### src/rtl/grey_pkg.sv
// grey_pkg: shared constants and NKB <-> Gray helper functions for the
// Gray-counter design.
//
// Contents:
//   GREY_WMIN / GREY_WMAX  legal counter width range (2..16)
//   nkb2grey(b)            natural binary to Gray code
//   grey2nkb(g)            Gray code to natural binary
//
// Both functions work on GREY_WMAX-bit vectors. A WIDTH-bit operand is
// zero-extended on the way in and truncated on the way out. The zero upper
// bits do not disturb either transform, so one function serves every WIDTH.
package grey_pkg;

  localparam int GREY_WMIN = 2;
  localparam int GREY_WMAX = 16;

  // g[i] = b[i] ^ b[i+1], and the top bit passes through unchanged.
  function automatic logic [GREY_WMAX-1:0] nkb2grey(input logic [GREY_WMAX-1:0] b);
    return b ^ (b >> 1);
  endfunction

  // b[i] = b[i+1] ^ g[i], so each binary bit is the XOR of all Gray bits
  // at or above it. Walk down from the MSB.
  function automatic logic [GREY_WMAX-1:0] grey2nkb(input logic [GREY_WMAX-1:0] g);
    logic [GREY_WMAX-1:0] b;
    b[GREY_WMAX-1] = g[GREY_WMAX-1];
    for (int i = GREY_WMAX - 2; i >= 0; i--) begin
      b[i] = b[i+1] ^ g[i];
    end
    return b;
  endfunction

endpackage

### src/rtl/nkb_grey_conv.sv
// nkb_grey_conv: combinational WIDTH-bit natural-binary to Gray encoder.
//
// Ports:
//   bin   in  WIDTH  natural binary value
//   gray  out WIDTH  Gray image: gray[i] = bin[i] ^ bin[i+1], MSB passes through
module nkb_grey_conv #(
  parameter int WIDTH = 4
) (
  input  logic [WIDTH-1:0] bin,
  output logic [WIDTH-1:0] gray
);

  assign gray = bin ^ (bin >> 1);

endmodule

### src/rtl/grey_cnt_nb.sv
// grey_cnt_nb: registered N-bit counter. The state is held in natural binary.
// The counter presents the binary count and its Gray image every cycle.
//
// Parameters:
//   WIDTH      counter width in bits; legal range 2..16
//              (GREY_WMIN..GREY_WMAX in grey_pkg)
//
// Ports:
//   clk        in   1      rising-edge clock
//   rst_n      in   1      asynchronous active-low reset
//   en         in   1      count enable; one step per clock while high
//   load       in   1      synchronous load strobe; takes priority over en
//   load_gray  in   WIDTH  Gray-coded value to load
//   dir        in   1      1 = up, 0 = down (only with GREY_CNT_DOWN_EN)
//   bin        out  WIDTH  registered binary count
//   gray       out  WIDTH  registered Gray image of bin
//   wrap       out  1      registered one-cycle pulse on roll-over
//
// Build option:
//   GREY_CNT_DOWN_EN  adds the dir port, down-counting and down-wrap detection.
//                     When it is undefined, the counter is up-only.
module grey_cnt_nb
  import grey_pkg::*;
#(
  parameter int WIDTH = 4
) (
  input  logic             clk,
  input  logic             rst_n,
  input  logic             en,
  input  logic             load,
  input  logic [WIDTH-1:0] load_gray,
`ifdef GREY_CNT_DOWN_EN
  input  logic             dir,
`endif
  output logic [WIDTH-1:0] bin,
  output logic [WIDTH-1:0] gray,
  output logic             wrap
);

  logic [WIDTH-1:0] bin_next;
  logic [WIDTH-1:0] gray_next;
  logic [WIDTH-1:0] load_bin;
  logic             wrap_next;

  // Decode the Gray load value. The helper works on the widest vector,
  // so the operand is zero-extended going in and truncated coming out.
  assign load_bin = WIDTH'(grey2nkb(GREY_WMAX'(load_gray)));

  // Next-state selection. A load overrides counting and never signals a
  // wrap. A step signals a wrap only when it crosses the all-ones/zero
  // boundary in its own direction.
  always_comb begin
    bin_next  = bin;
    wrap_next = 1'b0;
    if (load) begin
      bin_next = load_bin;
    end else if (en) begin
`ifdef GREY_CNT_DOWN_EN
      if (dir) begin
        bin_next  = bin + 1'b1;
        wrap_next = (bin == {WIDTH{1'b1}});
      end else begin
        bin_next  = bin - 1'b1;
        wrap_next = (bin == {WIDTH{1'b0}});
      end
`else
      bin_next  = bin + 1'b1;
      wrap_next = (bin == {WIDTH{1'b1}});
`endif
    end
  end

  // Encode the next value rather than the current one. Gray can then be
  // registered on the same edge as bin: it stays in step with bin and is
  // glitch-free. After a load this re-encoding reproduces load_gray exactly.
  nkb_grey_conv #(
    .WIDTH(WIDTH)
  ) u_conv (
    .bin  (bin_next),
    .gray (gray_next)
  );

  // Output registers. All three outputs update together, so they are
  // mutually consistent every cycle.
  always_ff @(posedge clk or negedge rst_n) begin
    if (!rst_n) begin
      bin  <= '0;
      gray <= '0;
      wrap <= 1'b0;
    end else begin
      bin  <= bin_next;
      gray <= gray_next;
      wrap <= wrap_next;
    end
  end

endmodule

### config.mk
export PLATFORM = sky130hd
export DESIGN_NAME = grey_cnt_nb
export DESIGN_NICKNAME = d
export VERILOG_FILES = /design/src/rtl/grey_pkg.sv /design/src/rtl/nkb_grey_conv.sv /design/src/rtl/grey_cnt_nb.sv
export SDC_FILE = /design/constraint.sdc
export NUM_CORES = 1
export LEC_CHECK = 0
export CAP_MARGIN = 15
export CORE_AREA = 5 5 42 44
export DETAILED_ROUTE_END_ITERATION = 10
export DIE_AREA = 0 0 47 49
export SKIP_CTS_REPAIR_TIMING = 1
export SLEW_MARGIN = 40
export SYNTH_ARGS = -nofsm -noshare
export SYNTH_HDL_FRONTEND = slang
export SYNTH_SLANG_ARGS = --single-unit
### constraint.sdc
create_clock -name clk -period 4 [get_ports clk]
set_input_delay 1 -clock clk [delete_from_list [all_inputs] [get_ports clk]]
set_output_delay 1 -clock clk [all_outputs]
set_load 0.02 [all_outputs]
== Yosys cells after proc, flatten, opt, wreduce, memory -nomap -nowiden ==
Cells that the tools add are included.

* Bits of input ports: 8
* Logic and storage cells: 13
* Output and inout bits: 9
* Bits in registers: 9

* Bitwise logic cells: 4
* Eq/ne operators: 1
* Mux-type cells: 4
* Add/subtract/negate cells: 1

{| class="wikitable"
|+ Operator list
! kind !! count
|-
| $mux 4 || 2
|-
| $add 4x1->4 const B || 1
|-
| $eq 4x4->1 const B || 1
|-
| $xor 4x3->4 || 1
|-
| $xor 1x1->1 || 3
|-
| $mux 1 || 2
|}

== Longest topological paths before layout ==
* Depth after elaboration: 5
* Mapped depth: 5
* Mapped depth without buffers: 5

== Hierarchy ==
A second synthesis with hierarchy kept.

* Cell total of the unflattened synthesis: 33
* Area total of the unflattened synthesis: 417.9 sq um

{| class="wikitable"
|+ Modules (own cells, without submodules)
! module !! area each (sq um) !! instances !! seq. area each (sq um) !! cells an instance
|-
| grey_cnt_nb || 384.1 || 1 || 225.2 || 29
|-
| nkb_grey_conv || 33.8 || 1 || 0.0 || 4
|}

== Least setup slack after synthesis ==
OpenSTA, ideal clock, no wires.

* Kind: input-to-reg
* From: input port en
* To: register gray[2]
* Slack: 2.237 ns
* Stages on the path: 4
* Data required time: 3.875 ns
* Buffers on the path: 0
* Arrival: 1.639 ns
* Library setup time: 0.125 ns
* Cell sequence: nand2_1 xnor2_2 xor2_1 mux2_2

* Longest elaborated chain between the ends: 3

{| class="wikitable"
|+ RTL lines
! what !! RTL line !! RTL
|-
| start: declaration || grey_cnt_nb.sv:29 || <nowiki>input logic en,</nowiki>
|-
| $mux 4 || grey_cnt_nb.sv:57 || <nowiki>end else if (en) begin</nowiki>
|-
| $mux 4 || grey_cnt_nb.sv:55 || <nowiki>if (load) begin</nowiki>
|-
| $xor 4x3->4 || nkb_grey_conv.sv:13 || <nowiki>assign gray = bin ^ (bin >> 1);</nowiki>
|-
| net gray_next[2] || grey_cnt_nb.sv:41 || <nowiki>logic [WIDTH-1:0] gray_next;</nowiki>
|-
| end signal: assignment || grey_cnt_nb.sv:92 || <nowiki>gray <= gray_next;</nowiki>
|-
| end: declaration || grey_cnt_nb.sv:36 || <nowiki>output logic [WIDTH-1:0] gray,</nowiki>
|}

The timed path passes the listed nets, and every way through them passes these cells.

== Worst setup path after layout ==
* From: register bin[2]
* To: output port bin[2]

{| class="wikitable"
|+ RTL lines
! what !! RTL line !! RTL
|-
| start: declaration || grey_cnt_nb.sv:35 || <nowiki>output logic [WIDTH-1:0] bin,</nowiki>
|-
| start signal: assignment || grey_cnt_nb.sv:91 || <nowiki>bin <= bin_next;</nowiki>
|}

No word-level cell between the ends.

==> results.cfg <==
[placed_design]
place_inst = 71
place_area_sq_um = 609
port_buffers = 16
dpl.hpwl_um = 713
dp_slack_ps = 1510
place_congestion = 0.802

[final_layout]
drive_gt1_share_pct = 15.5
area_delta_synth_final_pct = 43.5
stdcell_area_sq_um = 632
finalNonFillerCells = 74
fill_cells = 142
nNetsFinal = 69
n_antenna_cell = 0

[run_status]
status = finished clean

[worst_setup_path]
path_max_fanout = 5
worstPathRequired_ps = 3000
r2r_slack_ps = 2380
cp-start-kind = register
endpoint_kind = primary output
r2r_start = bin[0]
worst-path-buf-inv = 1
cp.arrival_ps = 1400
cpPeakStageDelay_ps = 660
cp_cell_sequence = clkdlybuf4s50_1
cp_top_family = buffers and inverters
worstSetupPathType = reg2out
reg2reg_to = gray[1]
critical-path-slowest-cell = clkdlybuf4s50_1
rr_worst_depth = 5

[synth]
yosys_warnings = 0
yosysSeqAreaShare_pct = 45.5
ys_types = 16
syn_nets = 50
synth_cells = 41
ys_ff_latch = 8
synth_area_sq_um = 440
avgSynthCellArea_sq_um = 10.7

[floorplan]
initial_utilization_pct = 31.4
die_x_um = 47
rows = 14
fp.dieArea_sq_um = 2300
ioPinCount = 17
core_area_sq_um = 1400
die_h_um = 49

[timing]
tightestPinTransition_ps = 419
clock_skew_ps = 4.90
max_freq_mhz = 417
fin_ws_ps = 1600
rsz0062_at_grt = false
setup_viol_count_final = 0
slew_headroom_pct = 72.0
hold_viol_final = 0
maxSlewViolCount = 0
period_needed_ps = 2400
setup_tns_ps = 0
finalCritPeriodShare_pct = 59.9

[global_routing]
grt_remaining_overflow = 0
grt_pass1_vias = 325
grt_max_degree = 13
grtUsageTotal_pct = 9.58
antenna_found_initial = 0
grt_pass1_wl_mm = 1.56

[cts]
cts_max_level = 1
numCtsBuffers = 3
cts_max_path_buffers = 2
ctsRootBufferMaster = clkbuf_4
path_clk_slew_ps = 60
clock-sinks = 8
clock_latency_ps = 260
cts_tree = yes

[drt]
drt-total-wl_um = 902
vias_per_cell = 4.54
drc_errors = 0
dr.first_iter.drc_count = 3
ant_nets = 0
vias = 336
wl_per_cell_um = 12.2
dr.pass1.iters = 2

[min_path]
holdPathStages = 2
min_to = wrap
hp-class = reg2reg
hold_start = bin[3]

[power_and_ir_drop]
vdd_drop_max_mv = 0.269
total_leakage_power_nw = 0.262
power_w = 0.000318
power.density_nw_per_um2 = 503

[flow_run]
maxCapViolCount = 0
## layout make-up
type / instances / area (sq um) / area share, %
Tap cell: 16 / 20.0 / 3.17
Sequential cell: 8 / 200 / 31.7
Multi-Input combinational cell: 30 / 225 / 35.6
Timing Repair Buffer: 16 / 160 / 25.3
Inverter: 1 / 3.75 / 0.594
Clock buffer: 3 / 22.5 / 3.56
## how the worst max path moves through the flow
stage          slack [ps]       to  cells past startpoint   start
6_report             1600   bin[2]                      1  bin[2]
5_1_grt              1510   bin[2]                      1  bin[2]
2_1_floorplan        2240  gray[2]                      4      en
4_1_cts              1580   bin[2]                      1  bin[2]
3_3_place_gp         1530  gray[2]                      5      en
3_5_place_dp         1510  gray[2]                      5      en
## cells in the mapped netlist
| cell | number | area (sq um) |
|---|---|---|
| a21oi_1 | 5 | 25.0 |
| buf_1 | 1 | 3.75 |
| buf_4 | 1 | 7.51 |
| dfrtp_1 | 8 | 200 |
| ha_1 | 1 | 12.5 |
| inv_1 | 1 | 3.75 |
| mux2_2 | 3 | 33.8 |
| nand2_1 | 4 | 15.0 |
| nand4_2 | 1 | 12.5 |
| nor2_1 | 2 | 7.51 |
| nor2b_2 | 1 | 8.76 |
| nor3_1 | 1 | 5.00 |
| o21ai_0 | 2 | 10.0 |
| xnor2_1 | 5 | 43.8 |
| xnor2_2 | 1 | 16.3 |
| xor2_1 | 4 | 35.0 |
## per-layer routing
metal / global-route usage, % / routed length [um] / up-vias
li1: - / - / 172
met1: 13.7 / 416 / 151
met2: 11.3 / 412 / 13
met3: 5.54 / 74 / 0
met4: 4.15 / 0 / 0
met5: 0 / 0 / -
## stage by stage
stage | util [%] | hold WS [ps]
after global placement | 43.5 | 556
after floorplan | - | 628
after detailed placement | 43.5 | 559
final | 45.1 | 571
after global routing | 45.1 | 605
after CTS | 45.1 | 569
## report_power, final
part           switching, W  internal, W
logic             0.0000671    0.0000747
clock network     0.0000279    0.0000344
registers         0.0000155    0.0000981
total              0.000111     0.000207
## worst register-to-register path: stages, from the launching register on
cell and delay (ps):
dfrtp_1 450, ha_1 360, xor2_1 170, a21oi_1 180, xnor2_1 80, mux2_2 260
## cells in the final DEF (no fill, tap or decap), drive strengths merged
cell type / Yosys / layout
xor2: 4 / 4
nand2: 4 / 4
nor3: 1 / 1
o21ai: 2 / 2
nand4: 1 / 1
dfrtp: 8 / 8
clkbuf: 0 / 3
nor2b: 1 / 1
xnor2: 6 / 6
nor2: 2 / 2
clkdlybuf4s50: 0 / 16
a21oi: 5 / 5
mux2: 3 / 3
inv: 1 / 1
ha: 1 / 1
## registers in the layout, summed over array words and instances (netlist names)
register,cells
bin,4
gray,3
wrap,1
## kinds of logic after synthesis
group           share of synthesized area, %
flops                                   45.5
xor+xnor                                21.6
simple gates                            11.1
buf+inv                                 3.41
mux                                     7.67
fa+ha+maj                               2.84
compound gates                          7.95
Power figures use the tool's default switching activity.
